**config.mk**
```make
export PLATFORM = sky130hd
export DESIGN_NAME = seq_detect_led
export DESIGN_NICKNAME = d
export VERILOG_FILES = /design/src/rtl/seq_detect_pkg.sv /design/src/rtl/seq_detect_led_hold_timer.sv /design/src/rtl/seq_detect_led.sv
export SDC_FILE = /design/constraint.sdc
export NUM_CORES = 1
export LEC_CHECK = 0
export ABC_AREA = 1
export CAP_MARGIN = 20
export CELL_PAD_IN_SITES_DETAIL_PLACEMENT = 0
export CELL_PAD_IN_SITES_GLOBAL_PLACEMENT = 2
export CORE_MARGIN = 8
export CORE_UTILIZATION = 31
export CTS_CLUSTER_SIZE = 40
export DETAILED_ROUTE_END_ITERATION = 12
export PLACE_DENSITY_LB_ADDON = 0.1
export SLEW_MARGIN = 10
export SYNTH_ARGS = -nofsm -noshare
export SYNTH_HDL_FRONTEND = slang
export SYNTH_SLANG_ARGS = --single-unit
```
**constraint.sdc**
```tcl
create_clock -name clk -period 4.15 [get_ports clk]
set_input_delay 1.0375 -clock clk [delete_from_list [all_inputs] [get_ports clk]]
set_output_delay 1.0375 -clock clk [all_outputs]
set_load 0.05 [all_outputs]
```
**src/rtl/seq_detect_pkg.sv**
```systemverilog
// Shared types and width helper for the serial pattern detector with LED hold.
package seq_detect_pkg;

    typedef enum logic [0:0] {
        S_IDLE = 1'b0,
        S_HOLD = 1'b1
    } led_state_t;

    // Bits needed to hold values 0..n-1, never less than one bit.
    function automatic int clog2_min1(input int n);
        return (n <= 2) ? 1 : $clog2(n);
    endfunction

endpackage

```
**src/rtl/seq_detect_led_hold_timer.sv**
```systemverilog
// Loadable down-counter for the LED hold time; stops at zero and flags it.
module hold_timer #(
    parameter int W = 3
) (
    input  logic         clk,
    input  logic         rst,
    input  logic         load,
    input  logic [W-1:0] load_val,
    input  logic         dec,
    output logic         zero
);

    logic [W-1:0] cnt_q;
    logic [W-1:0] cnt_d;

    always_comb begin
        cnt_d = cnt_q;
        if (load) begin
            cnt_d = load_val;
        end else if (dec && (cnt_q != '0)) begin
            cnt_d = cnt_q - 1'b1;
        end
    end

    always_ff @(posedge clk) begin
        if (rst) begin
            cnt_q <= '0;
        end else begin
            cnt_q <= cnt_d;
        end
    end

    assign zero = (cnt_q == '0);

endmodule

```
**src/rtl/seq_detect_led.sv**
```systemverilog
// Serial pattern detector: history/fill tracking, LED hold FSM and a saturating
// match counter. All outputs are registered.
module seq_detect_led
    import seq_detect_pkg::*;
#(
    parameter int                     PATTERN_LEN = 4,
    parameter logic [PATTERN_LEN-1:0] PATTERN     = 4'b1101,
    parameter int                     HOLD_CYCLES = 8,
    parameter bit                     OVERLAP     = 1'b1,
    parameter bit                     RETRIGGER   = 1'b1,
    parameter int                     CNT_W       = 8
) (
    input  logic             clk,
    input  logic             rst,
    input  logic             w,
    input  logic             w_valid,
    input  logic             clear,
    output logic             led_out,
    output logic             match_pulse,
    output logic [CNT_W-1:0] match_count
);

    localparam int TW = clog2_min1(HOLD_CYCLES);
    localparam int FW = clog2_min1(PATTERN_LEN + 1);
    localparam logic [TW-1:0] HOLD_RELOAD = TW'(HOLD_CYCLES - 1);
    localparam logic [FW-1:0] FILL_MAX    = FW'(PATTERN_LEN);
    localparam logic [FW-1:0] FILL_THR    = FW'(PATTERN_LEN - 1);

    // The oldest history bit is never compared against the incoming bit's
    // window, so only the newest PATTERN_LEN-1 bits are stored.
    logic [PATTERN_LEN-2:0] hist_q, hist_d;
    logic [FW-1:0]          fill_q, fill_d;
    led_state_t             state_q, state_d;
    logic                   pulse_q, pulse_d;
    logic [CNT_W-1:0]       count_q, count_d;

    logic [PATTERN_LEN-1:0] window;
    logic                   match;
    logic                   timer_load;
    logic                   timer_dec;
    logic                   timer_zero;
    logic [TW-1:0]          timer_val;

    assign window = {hist_q, w};
    assign match  = w_valid && (fill_q >= FILL_THR) && (window == PATTERN);

    always_comb begin
        hist_d     = hist_q;
        fill_d     = fill_q;
        state_d    = state_q;
        pulse_d    = 1'b0;
        count_d    = count_q;
        timer_load = 1'b0;
        timer_val  = HOLD_RELOAD;
        timer_dec  = 1'b0;

        if (clear) begin
            hist_d     = '0;
            fill_d     = '0;
            state_d    = S_IDLE;
            timer_load = 1'b1;
            timer_val  = '0;
        end else begin
            if (w_valid) begin
                if (match && !OVERLAP) begin
                    hist_d = '0;
                    fill_d = '0;
                end else begin
                    hist_d = window[PATTERN_LEN-2:0];
                    if (fill_q != FILL_MAX) begin
                        fill_d = fill_q + 1'b1;
                    end
                end
            end

            if (match) begin
                pulse_d = 1'b1;
                if (count_q != '1) begin
                    count_d = count_q + 1'b1;
                end
            end

            case (state_q)
                S_IDLE: begin
                    if (match) begin
                        state_d    = S_HOLD;
                        timer_load = 1'b1;
                    end
                end
                S_HOLD: begin
                    if (match && RETRIGGER) begin
                        timer_load = 1'b1;
                    end else if (timer_zero) begin
                        state_d = S_IDLE;
                    end else begin
                        timer_dec = 1'b1;
                    end
                end
                default: state_d = S_IDLE;
            endcase
        end
    end

    always_ff @(posedge clk) begin
        if (rst) begin
            hist_q  <= '0;
            fill_q  <= '0;
            state_q <= S_IDLE;
            pulse_q <= 1'b0;
            count_q <= '0;
        end else begin
            hist_q  <= hist_d;
            fill_q  <= fill_d;
            state_q <= state_d;
            pulse_q <= pulse_d;
            count_q <= count_d;
        end
    end

    hold_timer #(
        .W(TW)
    ) u_hold_timer (
        .clk      (clk),
        .rst      (rst),
        .load     (timer_load),
        .load_val (timer_val),
        .dec      (timer_dec),
        .zero     (timer_zero)
    );

    assign led_out     = (state_q == S_HOLD);
    assign match_pulse = pulse_q;
    assign match_count = count_q;

endmodule

```
-- Word level (Yosys, flattened, before mapping)
Index checks and enable logic that the tools add are counted.
- $add $sub $neg: 3
- $lt $le $gt $ge: 1
- equality and inequality tests: 3
- muxes and demuxes: 11
- bitwise operators: 2
- reduce and logical (&&, ||, !) cells: 9
- operator list (operator ; number):
    2-to-1 mux 3 bit ; 3
    adder 8 x 1 -> 8 bit (second input constant) ; 1
    != test 8 bit (second input constant) ; 1
    2-to-1 mux 1 bit ; 7
    == test 4 bit (second input constant) ; 1
    adder 3 x 1 -> 3 bit (second input constant) ; 1
    greater-or-equal comparator 3 x 2 -> 1 bit (second input constant) ; 1
    logical AND 1 bit ; 3
    logical NOT 3 bit ; 1
    != test 3 bit (second input constant) ; 1
    AND reduction 3 bit ; 1
    nonzero test 3 bit ; 1
    subtractor 3 x 1 -> 3 bit (second input constant) ; 1
    NOT 1 bit ; 2
    case mux 1 bit (2 select lines) ; 1
    AND reduction 2 bit ; 1
    nonzero test 2 bit ; 1
    OR reduction 2 bit ; 1
- register bits after elaboration: 19
- input port bits: 5
- output and inout bits: 10
- word-level logic and storage cells: 35

-- Longest topological paths before layout
- depth after elaboration: 9
- depth in mapped cells: 10
- mapped depth without buffers: 10

-- By module
A second synthesis with hierarchy kept.
- cells, all modules: 159
- area total of the unflattened synthesis: 1073.5 sq um
- by module, submodules not included (module ; instances ; cells an instance ; area an instance (sq um)):
    seq_detect_led ; 1 ; 125 ; 872.1
    hold_timer ; 1 ; 34 ; 201.4

-- Least setup slack after synthesis
Ideal clock, no wire load.
- path kind: input -> register
- start: input w
- end: register count_q[0] (netlist: match_count[0])
- library setup time: 115 ps
- data arrival time: 1656 ps
- required time: 4035 ps
- setup slack: 2379 ps
- stages: 7
- buffers on the path: 0
- path through: nand2_2 > nor2_4 > nand2_2 > nor2_4 > nand3_4 > o21ai_1 > nor2_1
- longest elaborated chain between the ends: 3
- RTL lines (item ; RTL line ; source):
    start: declaration ; seq_detect_led.sv:15 ; input logic w,
    == test 4 bit ; seq_detect_led.sv:45 ; assign match = w_valid && (fill_q >= FILL_THR) && (window == PATTERN);
    logical AND 1 bit ; seq_detect_led.sv:45 ;
    AND reduction 3 bit (no line) ; -- ;
    end signal: assignment ; seq_detect_led.sv:116 ; count_q <= count_d;
    end: declaration ; seq_detect_led.sv:35 ; logic [CNT_W-1:0] count_q, count_d;
Every way passes these cells.
A chain may end at the register's enable or synchronous reset.

-- Final worst setup path
- start: register count_q[3] (netlist: match_count[3])
- end: output match_count[3]
- RTL lines (item ; RTL line ; source):
    end: declaration ; seq_detect_led.sv:20 ; output logic [CNT_W-1:0] match_count
No word-level cell between the ends.

==> flow_summary_export.csv <==
group,metric,value,unit
run_status,status,"completed",
clocking,cts_max_level,1,
worst_hold_path,hold_depth,2,
worst_hold_path,hp-class,"reg2reg",
clocking,path_clk_slew,0.12,ns
global_routing,grt_pass1_vias,891,
timing,fin_crit,2.67,ns
final_layout,drive_gt1_share,8.02,%
logic_synthesis,ys_types,20,
final_layout,fillers,361,
pwr,p_leak,0.479,nW
clocking,cts_buffer_depth,2,
floorplan,io_pins,15,
worst_setup_path,end_kind,"primary output",
global_routing,grt_pass1_wl,3820,um
worst_hold_path,min_from,"hist_q[2]",
worst_setup_path,path_class,"reg2out",
final_layout,nets,174,
worst_setup_path,path_delay_family,"buffers and inverters",
worst_setup_path,cp.required,3.11,ns
routing,ant_nets,0,
timing,tightest_slew,0.506,ns
timing,slew-limit-headroom,66.2,%
clocking,cts_resized,0,
final_layout,num_antenna_cells,0,
worst_setup_path,slowest_delay,0.86,ns
worst_setup_path,r2r-start,"fill_q[0]",
placement,hpwl,1690,um
clocking,cts_setup_buffers,0,
worst_setup_path,arrival,1.64,ns
timing,tns,0,ns
routing,wl_per_cell,10.6,um
global_routing,grt_use_total,9.14,%
routing,drt_iter0_markers,35,
pwr,ir_worst_vdd,0.0741,mV
logic_synthesis,synth_seq_cells,19,
placement,portBuffers,14,
routing,drc,0,
worst_setup_path,worst-path-stages,1,
routing,avgViaCountPerCell,4.33,
timing,hold_viol,0,
final_layout,fin_cells,208,
clocking,clock-root-buffer,"clkbuf_4",
final_layout,final_cell_mix,"nand2_1, inv_1, dfxtp_1",
worst_setup_path,rrSetupSlack,2.60,ns
timing,fin_crit_sh,64.4,%
final_layout,synthToLayoutAreaGrowth,21.6,%
worst_setup_path,cp_slowest_cell,"clkdlybuf4s50_1",
global_routing,grt-ovfl-total,0,
timing,setup_violations,0,
global_routing,grt_max_degree,13,
flow_run,maxCapViolCount,0,
clocking,cts_sinks,19,
worst_setup_path,startpoint_type,"flip-flop",
clocking,cts_hold_buf,0,
clocking,clkLatencyLatePin,0.30,ns
worst_setup_path,crit_chain,"clkdlybuf4s50_1",
pwr,p_per_area,243,nW/um^2
clocking,cts-buffers-inserted,3,
placement,dp.cells,204,
logic_synthesis,seq_area_frac_synth,36.8,%
placement,place_congestion,0.749,
final_layout,final_common_cell,"nand2_1",
floorplan,dieArea,5440,sq um
routing,vias,900,
logic_synthesis,ys_warn_count,0,
worst_setup_path,critPathLaunch,"match_count[3]",
worst_hold_path,holdPathEnd,"hist_q[2]",
clocking,tritoncts,"done",
logic_synthesis,syn_nets,156,
worst_setup_path,crit_path_max_fanout,6,
floorplan,rows,21,
worst_setup_path,rr_endpoint,"match_count[1]",
timing,max_freq,0.374,GHz
global_routing,antenna_found_initial,0,
logic_synthesis,netlist_area,1030,sq um
floorplan,fp.dieH,73.8,um
floorplan,start_util,31.8,%
timing,rsz0062_at_grt,"no",
timing,drv_slew,0,
timing,skew,0.00371,ns
floorplan,die_x,73.8,um
floorplan,coreArea,3260,sq um
routing,first_pass_iters,4,
worst_setup_path,reg2reg_depth,9,
routing,totalWireLength,2210,um
logic_synthesis,synth.avg_cell_area,7.14,sq um
worst_setup_path,path_buf_inv,1,
logic_synthesis,netlist_instances,145,
worst min-delay path: cells and delay by family, from the launching register on:
| family | cells | cell delay (ns) |
|---|---|---|
| AO/OA/AOI/OAI | 1 | 0.05 |
| AND/OR/NAND/NOR | 1 | 0.06 |
| flip-flops | 1 | 0.33 |
report_power, final:
part / switching [mW] / internal, mW / total, mW
Sequential: 0.00176 / 0.184 / 0.186
Clock: 0.0644 / 0.0367 / 0.101
Combinational: 0.0115 / 0.00706 / 0.0186
state kept, by name (all words and copies together) (netlist names):
| register | count |
|---|---|
| match_count | 8 |
| fill_q | 3 |
| hist_q | 3 |
| u_hold_timer.cnt_q | 3 |
| led_out | 1 |
| match_pulse | 1 |
synth_stat cells:
master	n	area, sq um
nor2_1	15	56.3
o21ai_1	2	10.0
dfxtp_1	19	380
nand3b_1	1	7.51
a31oi_1	1	6.26
nand2_2	3	18.8
nand3_1	9	45.0
nor2_4	3	33.8
nand2_1	37	139
nand3_4	2	35.0
xor2_1	2	17.5
clkinv_2	1	5.00
ha_1	6	75.1
o211ai_1	1	7.51
clkbuf_1	1	3.75
a21oi_1	14	70.1
o21ai_0	3	15.0
xnor2_1	2	17.5
inv_1	21	78.8
nand4_1	2	12.5
kinds of logic (layout without fill, tap and decap cells):
kind of cell / Yosys count / after routing / share of synthesized area (%)
xor+xnor: 4 / 4 / 3.39
fa+ha+maj: 6 / 6 / 7.25
compound gates: 21 / 21 / 10.5
flops: 19 / 19 / 36.8
simple gates: 72 / 72 / 33.6
buf+inv: 23 / 40 / 8.46
stage by stage:
stage                     cell area, sq um  hold slack [ns]  worst slack, ns  util [%]  power (mW)
after global placement                1230            0.451             1.66      37.7       0.209
after detailed placement              1230            0.460             1.67      37.7       0.209
after CTS                             1260            0.479             1.44      38.6       0.314
after global routing                  1260            0.513             1.37      38.6       0.322
after floorplan                       1030            0.439             2.38         -       0.201
final                                 1260            0.480             1.48      38.6       0.305
worst max-delay path by stage:
stage	endpoint	slack, ns
2_1_floorplan	match_count[0]	2.38
3_3_place_gp	match_count[0]	1.66
3_5_place_dp	match_count[0]	1.67
4_1_cts	match_count[2]	1.44
5_1_grt	match_count[2]	1.37
6_report	match_count[3]	1.48
final cells by class:
type                       count  area (sq um)  share of cell area [%]
sequential                    19           380                    30.2
clock inverter                 1          7.51                   0.596
inverter                      22          83.8                    6.66
timing repair buffer          14           140                    11.1
tap                           46          57.6                    4.57
clock buffer                   3          22.5                    1.79
multi-input combinational    103           567                    45.0
layer usage:
layer	vias to the layer above	wire (um)	GRT usage [%]
met5	-	0	0
met4	0	23	3.99
met3	2	95	3.14
met2	11	981	13.8
met1	397	1110	11.4
li1	490	-	-
(Power assumes the default switching activity.)
